$ cat src/rtl/fpsu_alt_pkg.sv
// fpsu_alt_pkg: shared widths, data type and source ids for the FPSU alternate-data injector
package fpsu_alt_pkg;
  localparam int ALT_WIDTH = 68;
  localparam int ALT_DEPTH = 4;
  typedef logic [ALT_WIDTH-1:0] alt_data_t;
  typedef enum logic {ALT_SRC0, ALT_SRC1} alt_src_e;
endpackage

$ cat src/rtl/fpsu_alt_fifo.sv
// fpsu_alt_fifo: per-source sync FIFO with async reset.
// Ports: clk, rst (async, active-high), i_push/i_data write, i_pop read,
//        o_head (current head entry), o_count (occupancy), o_full, o_empty.
module fpsu_alt_fifo
  import fpsu_alt_pkg::*;
#(
  parameter int WIDTH = ALT_WIDTH,
  parameter int DEPTH = ALT_DEPTH
) (
  input  logic                       clk,
  input  logic                       rst,
  input  logic                       i_push,
  input  logic [WIDTH-1:0]           i_data,
  input  logic                       i_pop,
  output logic [WIDTH-1:0]           o_head,
  output logic [$clog2(DEPTH):0]     o_count,
  output logic                       o_full,
  output logic                       o_empty
);
  localparam int AW = $clog2(DEPTH);
  logic [WIDTH-1:0] r_mem [DEPTH];
  logic [AW-1:0]    r_wp, r_rp;
  logic [AW:0]      r_cnt;
  logic             w_push, w_pop;
  assign o_full  = r_cnt == (AW+1)'(DEPTH);
  assign o_empty = r_cnt == '0;
  assign o_count = r_cnt;
  assign o_head  = r_mem[r_rp];
  assign w_push  = i_push & ~o_full;
  assign w_pop   = i_pop & ~o_empty;
  always_ff @(posedge clk)
    if (w_push) r_mem[r_wp] <= i_data;
  // DEPTH is a power of two, so the pointers wrap by plain overflow
  always_ff @(posedge clk or posedge rst)
    if (rst) begin
      r_wp  <= '0;
      r_rp  <= '0;
      r_cnt <= '0;
    end else begin
      r_wp  <= r_wp + AW'(w_push);
      r_rp  <= r_rp + AW'(w_pop);
      r_cnt <= r_cnt + (AW+1)'(w_push) - (AW+1)'(w_pop);
    end
endmodule

$ cat src/rtl/fpsu_alt_inject.sv
// fpsu_alt_inject: buffers two producer streams and injects them onto FUF6 via ALT_INP/ALTDATA.
// Ports: clk, rst (async, active-high); src0/src1 valid/ready/data inputs;
//        slot_free (FPSU port-0 leaves FUF6 free two cycles later);
//        ALT_INP one-hot select, ALTDATA0/ALTDATA1 registered injection data.
// Option: define FPSU_ALT_BYPASS_EN to let a granted source with an empty FIFO
//         load ALTDATAx straight from its input (one cycle less latency).
module fpsu_alt_inject
  import fpsu_alt_pkg::*;
#(
  parameter int WIDTH = ALT_WIDTH,
  parameter int DEPTH = ALT_DEPTH
) (
  input  logic             clk,
  input  logic             rst,
  input  logic [WIDTH-1:0] src0_data,
  input  logic             src0_valid,
  output logic             src0_ready,
  input  logic [WIDTH-1:0] src1_data,
  input  logic             src1_valid,
  output logic             src1_ready,
  input  logic             slot_free,
  output logic [1:0]       ALT_INP,
  output logic [WIDTH-1:0] ALTDATA0,
  output logic [WIDTH-1:0] ALTDATA1
);
  localparam int CW = $clog2(DEPTH) + 1;
  logic [1:0]       r_alt_inp;
  logic [WIDTH-1:0] r_altdata0, r_altdata1;
  alt_src_e         r_rr;
  logic [WIDTH-1:0] w_head0, w_head1, w_d0, w_d1;
  logic [CW-1:0]    w_cnt0, w_cnt1;
  logic             w_full0, w_full1, w_empty0, w_empty1;
  logic             w_byp0, w_byp1, w_elig0, w_elig1, w_g0, w_g1;
  logic             w_push0, w_push1, w_pop0, w_pop1;
  assign src0_ready = ~w_full0 & ~rst;
  assign src1_ready = ~w_full1 & ~rst;
`ifdef FPSU_ALT_BYPASS_EN
  assign w_byp0 = w_empty0 & src0_valid;
  assign w_byp1 = w_empty1 & src1_valid;
`else
  assign w_byp0 = 1'b0;
  assign w_byp1 = 1'b0;
`endif
  // a source that injected last cycle sits out one cycle so ALTDATAx holds through the FUF6 drive
  assign w_elig0 = (~w_empty0 | w_byp0) & ~r_alt_inp[0];
  assign w_elig1 = (~w_empty1 | w_byp1) & ~r_alt_inp[1];
  assign w_g0    = slot_free & w_elig0 & (~w_elig1 | r_rr == ALT_SRC0);
  assign w_g1    = slot_free & w_elig1 & (~w_elig0 | r_rr == ALT_SRC1);
  assign w_push0 = src0_valid & src0_ready & ~(w_g0 & w_byp0);
  assign w_push1 = src1_valid & src1_ready & ~(w_g1 & w_byp1);
  assign w_pop0  = w_g0 & (w_cnt0 != '0);
  assign w_pop1  = w_g1 & (w_cnt1 != '0);
  assign w_d0    = w_byp0 ? src0_data : w_head0;
  assign w_d1    = w_byp1 ? src1_data : w_head1;
  assign ALT_INP  = r_alt_inp;
  assign ALTDATA0 = r_altdata0;
  assign ALTDATA1 = r_altdata1;
  fpsu_alt_fifo #(.WIDTH(WIDTH), .DEPTH(DEPTH)) u_fifo0 (
    .clk(clk), .rst(rst), .i_push(w_push0), .i_data(src0_data), .i_pop(w_pop0),
    .o_head(w_head0), .o_count(w_cnt0), .o_full(w_full0), .o_empty(w_empty0)
  );
  fpsu_alt_fifo #(.WIDTH(WIDTH), .DEPTH(DEPTH)) u_fifo1 (
    .clk(clk), .rst(rst), .i_push(w_push1), .i_data(src1_data), .i_pop(w_pop1),
    .o_head(w_head1), .o_count(w_cnt1), .o_full(w_full1), .o_empty(w_empty1)
  );
  always_ff @(posedge clk or posedge rst)
    if (rst) begin
      r_alt_inp  <= 2'b00;
      r_altdata0 <= '0;
      r_altdata1 <= '0;
      r_rr       <= ALT_SRC0;
    end else begin
      r_alt_inp <= {w_g1, w_g0};
      if (w_g0) r_altdata0 <= w_d0;
      if (w_g1) r_altdata1 <= w_d1;
      if (w_g0 | w_g1) r_rr <= w_g0 ? ALT_SRC1 : ALT_SRC0;
    end
endmodule

$ cat config.mk
export PLATFORM = sky130hd
export DESIGN_NAME = fpsu_alt_inject
export DESIGN_NICKNAME = d
export VERILOG_FILES = /design/src/rtl/fpsu_alt_pkg.sv /design/src/rtl/fpsu_alt_fifo.sv /design/src/rtl/fpsu_alt_inject.sv
export SDC_FILE = /design/constraint.sdc
export NUM_CORES = 1
export LEC_CHECK = 0
export ABC_AREA = 1
export CAP_MARGIN = 20
export CORE_MARGIN = 10
export CORE_UTILIZATION = 50
export CTS_BUF_LIST = sky130_fd_sc_hd__clkbuf_2
export CTS_CLUSTER_SIZE = 10
export DETAILED_ROUTE_END_ITERATION = 7
export HOLD_SLACK_MARGIN = 0.03
export PLACE_DENSITY = 0.86
export SLEW_MARGIN = 15
export SYNTH_ARGS = -nofsm -noshare
export SYNTH_HDL_FRONTEND = slang
export SYNTH_HIERARCHICAL = 1
export SYNTH_SLANG_ARGS = --single-unit
$ cat constraint.sdc
create_clock -name clk -period 4.9 [get_ports clk]
set_clock_uncertainty 0.1 [all_clocks]
set_input_delay 0.98 -clock clk [delete_from_list [all_inputs] [get_ports clk]]
set_output_delay 0.98 -clock clk [all_outputs]
set_load 0.03 [all_outputs]
==> results.py, run 1 <==
metrics = {
    "die": {
        "row_count": 84,
        "dieHeight_um": 252,
        "coreArea_um2": 52900,
        "start_util": 0.508,
        "dieArea_um2": 63400,
        "io_pins": 281,
        "fp.dieW_um": 252,
    },
    "logic_synthesis": {
        "synth_most_common_cell": "edfxtp_1",
        "syn-instance-count": 2163,
        "yosysSeqAreaShare": 0.751,
        "synth.area.top_cells": "edfxtp_1 61%, dfrtp_1 14%, nor2_1 5.9%, o21ai_0 5.1%, nand2_1 4.3%",
        "synthesis.nets": 2310,
        "async_flop_share": 0.220,
        "synth-edff-count": 544,
        "syn-cell-area_um2": 26900,
        "yosys_warnings": 6,
        "postSynthAreaPerCell_um2": 12.4,
        "ys_ff_latch": 697,
        "synth_cell_types": 28,
        "synth_top_area_frac": 0.608,
        "synth_ff_type": "edfxtp_1",
        "synth_commonest_cells": "544 x edfxtp_1, 424 x nor2_1, 309 x nand2_1",
        "synth.largest_area_cell": "edfxtp_1",
    },
    "timing": {
        "rsz0062_at_grt": "false",
        "period_share": 0.813,
        "fin_setup_tns_ns": 0,
        "hold_violations": 0,
        "post-route-min-period_ns": 3.98,
        "tightest_slew_ns": 1.11,
        "maxSlewHeadroom": 0.263,
        "drv_slew": 0,
        "max_freq_mhz": 251,
        "setup_viol": 0,
    },
    "routing": {
        "routedWlPerCell_um": 19.8,
        "drt-total-wl_um": 66700,
        "drc_errors": 0,
        "dr.pass1.iters": 5,
        "antenna_left": 0,
        "vias": 18331,
        "first_iter_violations": 1620,
        "via_per_inst": 5.44,
    },
    "critical_path": {
        "worstPathMaxFanout": 4,
        "critPathBufInv": 2,
        "cp-endpoint": "src1_ready",
        "cp.depth": 5,
        "r2r_cells": 7,
        "arrival_ns": 2.90,
        "max_stage_delay_ns": 0.74,
        "cp_slowest_cell": "clkdlybuf4s50_1",
        "critPathKind": "reg -> out",
        "rr_startpoint": "u_fifo0/r_rp[0]",
        "cp-start-kind": "register",
        "timing.rr.end": "ALTDATA0[42]",
        "path_cells": "inv_2 > nand2_1 > nor2_1 > nor2_1 > clkdlybuf4s50_1",
        "cp_data_required_time_ns": 3.82,
        "startpoint": "u_fifo1/o_count[1]",
        "cpLargestDelayFamily": "buffers and inverters",
        "cp_common_cell": "nor2_1",
        "end_kind": "output pin",
        "ff2ff_setup_slack_ns": 2.01,
    },
    "layout": {
        "area_growth_pct": 19.0,
        "fillers": 3946,
        "final_nets": 2667,
        "register_area_um2": 20200,
        "drive_above_1_share": 0.126,
        "multi_input_area_um2": 5830,
    },
    "clock_network": {
        "numCtsBuffers": 166,
        "path_clk_slew_ns": 0.12,
        "clk_latency_ns": 1.32,
        "cts_repair_resize_count": 0,
        "tritoncts": "yes",
        "ctsHoldBuffers": 14,
        "postCtsSetupBuffers": 0,
        "clockBufferDepth": 3,
        "cts_sinks": 697,
        "htreeDepth": 4,
        "cts_root_buf": "clkbuf_2",
    },
    "grt": {
        "grt-ovfl-total": 0,
        "grt_pass1_vias": 18403,
        "grt_start_max_net_pins": 112,
        "use_met1": 0.248,
        "track_usage": 0.207,
        "grt_antenna_before_repair": 21,
        "busiest_layer": "met2",
        "grt_pass1_wl_um": 102000,
        "grt_use_met3": 0.0639,
        "gr-usage-met2": 0.333,
    },
    "pwr": {
        "leakage_nw": 12.2,
        "ir_drop_v": 0.000443,
        "power_density_nw_per_um2": 614,
        "total_power_mw": 19.6,
    },
    "place": {
        "gp_congestion": 0.838,
        "placement.io_buffers": 280,
        "hpwl_um": 38800,
    },
    "outcome": {
        "status": "completed",
    },
    "worst_hold_path": {
        "hold_class": "in -> reg",
    },
    "flow_run": {
        "drv_cap": 0,
    },
}
==> cell families (layout without fill, tap and decap cells) <==
| family | Yosys count | count (layout) | share of synthesized area |
|---|---|---|---|
| simple gates | 882 | 882 | 0.131 |
| fa+ha+maj | 6 | 6 | 0.00335 |
| flops | 697 | 697 | 0.751 |
| xor+xnor | 4 | 4 | 0.00130 |
| other cells | 0 | 19 | 0 |
| buf+inv | 159 | 660 | 0.0349 |
| compound gates | 415 | 415 | 0.0785 |
==> through the flow <==
step,std cells,util,worst slack (ns),cell area (um^2),hold slack (ns)
after floorplan,2163,-,0.0955,26900,0.361
after global placement,3022,0.568,1.01,30000,0.354
after detailed placement,3022,0.568,0.898,30000,0.358
after CTS,3348,0.603,0.753,31900,0.0305
after global routing,3369,0.604,0.654,32000,0.0313
final,3371,0.604,0.916,32000,0.191
==> power breakdown <==
part           switching (mW)  internal [mW]
clock network            2.31           1.69
logic                    4.99           2.40
registers               0.684           7.55
total                    7.99           11.6
==> cell type report <==
cell class | instances | share of cell area
Multi-Input combinational cell | 1307 | 0.182
Antenna cell | 19 | 0.00149
Clock inverter | 62 | 0.0130
Timing Repair Buffer | 323 | 0.103
Tap cell | 688 | 0.0269
Inverter | 25 | 0.00337
Clock buffer | 250 | 0.0392
Sequential cell | 697 | 0.631
==> sequential cells by signal, indices dropped and copies added (netlist names) <==
name	cells
ALTDATA0	68
ALTDATA1	68
ALT_INP	2
r_rr	1
u_fifo0/o_count	3
u_fifo0/r_mem	272
u_fifo0/r_rp	2
u_fifo0/r_wp	2
u_fifo1/o_count	3
u_fifo1/r_mem	272
u_fifo1/r_rp	2
u_fifo1/r_wp	2
==> how the worst min path moves through the flow <==
stage / start / end / slack [ns] / cells past startpoint
floorplan: u_fifo0/r_rp[1] / u_fifo0/r_rp[1] / 0.36 / 2
global placement: ALTDATA1[0] / ALTDATA1[0] / 0.35 / 2
detailed placement: ALTDATA0[59] / ALTDATA0[59] / 0.36 / 2
CTS: src1_data[12] / u_fifo1/r_mem[2][12] / 0.03 / 1
global route: src0_data[23] / u_fifo0/r_mem[1][23] / 0.03 / 1
finish: src1_data[12] / u_fifo1/r_mem[2][12] / 0.19 / 1
==> cell usage in the layout (no fill, tap or decap), types with 3 or more instances in the layout <==
cell type and n:
a21boi_0 4, buf_12 9, buf_4 19, bufinv_16 6
clkbuf_2 250, clkdlybuf4s50_1 280, clkinv_1 40, clkinv_2 9
clkinvlp_4 3, dfrtp_1 151, diode_2 19, dlygate4sd3_1 15
edfxtp_1 544, ha_1 4, inv_1 12, inv_2 12
inv_4 3, nand2_1 308, nand3_1 138, nor2_1 416
nor2_4 10, o21ai_0 274, o21ai_1 131, o21ai_2 6
==> routing by layer <==
metal  share of wire  routed length, um
met1            0.39              26300
met5         0.00085                 57
met4           0.033               2200
met2            0.50              33200
met3           0.074               4930
Power figures use the tool's default switching activity.
==> inputs of run 2 (changes only) <==
==> constraint.sdc (replaced) <==
create_clock -name clk -period 3.39 [get_ports clk]
set_clock_uncertainty 0.1 [all_clocks]
set_input_delay 0.678 -clock clk [delete_from_list [all_inputs] [get_ports clk]]
set_output_delay 0.678 -clock clk [all_outputs]
set_load 0.03 [all_outputs]
==> results.py, run 2 (same netlist as run 1, synthesis figures left out) <==
metrics = {
    "critical_path": {
        "ff2ff_setup_slack_ns": 0.48,
        "critPathBufInv": 1,
        "worstPathMaxFanout": 2,
        "arrival_ns": 2.47,
        "critPathKind": "reg -> out",
        "path_cells": "clkdlybuf4s50_1",
        "cp_slowest_cell": "clkdlybuf4s50_1",
        "cp_data_required_time_ns": 2.61,
        "cpLargestDelayFamily": "buffers and inverters",
        "timing.rr.end": "u_fifo1/o_count[1]",
        "cp-start-kind": "register",
        "r2r_cells": 13,
        "max_stage_delay_ns": 0.75,
        "end_kind": "output pin",
        "rr_startpoint": "u_fifo0/o_count[1]",
    },
    "layout": {
        "drive_above_1_share": 0.124,
        "fin_area_um2": 33300,
        "top_regs": "u_fifo0/r_mem: 272 flops, u_fifo1/r_mem: 272 flops",
        "final_common_cell": "edfxtp_1",
        "area_growth_pct": 24.1,
        "fillers": 3659,
        "register_area_um2": 20200,
        "final_nets": 2796,
        "multi_input_area_um2": 5830,
        "layout_common_cells": "544 x edfxtp_1, 415 x nor2_1, 308 x nand2_1, 274 x o21ai_0, 274 x clkdlybuf4s50_1",
    },
    "grt": {
        "grt_start_max_net_pins": 140,
        "grt_pass1_vias": 19553,
        "track_usage": 0.215,
        "grt_antenna_before_repair": 14,
        "grt-ovfl-total": 0,
        "grt_pass1_wl_um": 107000,
    },
    "clock_network": {
        "numCtsBuffers": 165,
        "path_clk_slew_ns": 0.12,
        "htreeDepth": 4,
        "clockBufferDepth": 3,
        "tritoncts": "yes",
        "cts_root_buf": "clkbuf_2",
        "cts_sinks": 697,
        "clk_latency_ns": 1.31,
    },
    "timing": {
        "period_share": 0.958,
        "drv_slew": 0,
        "setup_viol": 0,
        "max_freq_mhz": 308,
        "maxSlewHeadroom": 0.353,
        "tightest_slew_ns": 0.963,
        "hold_violations": 0,
        "fin_setup_tns_ns": 0,
        "post-route-min-period_ns": 3.25,
        "worst_hold_slack_ns": 0.331,
    },
    "die": {
        "fp.dieW_um": 252,
        "coreArea_um2": 52900,
        "row_count": 84,
        "dieHeight_um": 252,
        "dieArea_um2": 63400,
        "start_util": 0.508,
        "io_pins": 281,
    },
    "place": {
        "place_area_um2": 30300,
        "hpwl_um": 39100,
        "placement.io_buffers": 280,
        "gp_congestion": 0.772,
    },
    "worst_hold_path": {
        "hold_start": "slot_free",
        "hold_class": "in -> reg",
        "hold_path_depth": 7,
        "min_delay_worst_endpoint": "u_fifo0/r_rp[1]",
    },
    "pwr": {
        "power_density_nw_per_um2": 857,
        "ir_drop_v": 0.000735,
        "leakage_nw": 12.8,
        "total_power_mw": 28.6,
    },
    "outcome": {
        "status": "completed",
    },
    "routing": {
        "drc_errors": 0,
        "drt-total-wl_um": 69200,
        "routedWlPerCell_um": 19.8,
        "dr.pass1.iters": 6,
        "first_iter_violations": 2098,
        "antenna_left": 0,
        "via_per_inst": 5.45,
        "vias": 19009,
    },
    "flow_run": {
        "drv_cap": 0,
    },
}
==> run 2: cell count changes in the layout (fill, tap and decap cells not counted), sizes merged, moves of 6 or more <==
cell and delta:
dlygate4sd3 +122, clkinv -6, clkbuf +8, buf +8, diode -7, clkdlybuf4s50 -6
==> run 2: worst max path at each step <==
stage | endpoint | depth (start not counted) | slack [ns] | startpoint
floorplan | u_fifo1/r_mem[0][0] | 3 | -1.11 | rst
global placement | u_fifo0/o_count[2] | 8 | 0.19 | rst
detailed placement | u_fifo0/o_count[2] | 8 | 0.11 | rst
CTS | src1_ready | 5 | -0.006 | u_fifo1/o_count[1]
global route | ALTDATA1[41] | 1 | -0.0006 | ALTDATA1[41]
finish | ALTDATA1[41] | 1 | 0.14 | ALTDATA1[41]
==> run 2: where the power goes <==
group / switching (mW) / total, mW / internal (mW)
Clock: 3.26 / 5.66 / 2.40
Combinational: 7.44 / 11.1 / 3.63
Sequential: 0.927 / 11.8 / 10.9
==> run 2: cell type report <==
cell class              instances  area share
well taps                     688      0.0258
clock buffers                 258      0.0387
repair buffers                453       0.141
clock inverters                50      0.0101
flip-flops and latches        697       0.605
multi-input cells            1307       0.175
diodes                         12    0.000901
inverters                      25     0.00319
==> run 2: what timing repair did <==
item,4_1_cts,5_1_grt
setup endpoints to repair,6,1
setup buffers,0,2
gates resized for setup,11,0
hold endpoints to repair,558,0
cloned,0,0
hold buffers,137,0
==> run 2: stage by stage <==
step | utilization | instances | setup slack [ns]
floorplan | - | 2163 | -1.11
global placement | 0.573 | 3031 | 0.185
global route | 0.631 | 3489 | -0.000593
detailed placement | 0.573 | 3031 | 0.107
CTS | 0.630 | 3476 | -0.00570
finish | 0.631 | 3490 | 0.144
==> run 2: worst register-to-register path, stage by stage (launching register included) <==
cell	delay, ns
dfrtp_1	0.43
buf_4	0.15
nor2_1	0.19
nand2_1	0.15
inv_1	0.09
inv_2	0.04
nand3_2	0.07
nand2_2	0.07
nor2_1	0.22
a21boi_0	0.39
nand2_1	0.16
nand2_1	0.09
ha_1	0.18
fa_1	0.43
==> run 2: routing by layer <==
metal,track usage,wire [um],vias up
met2,0.367,35400,980
met1,0.249,26300,9165
met5,0,20,-
met4,0.112,2300,4
met3,0.0554,5170,186
li1,-,-,8674
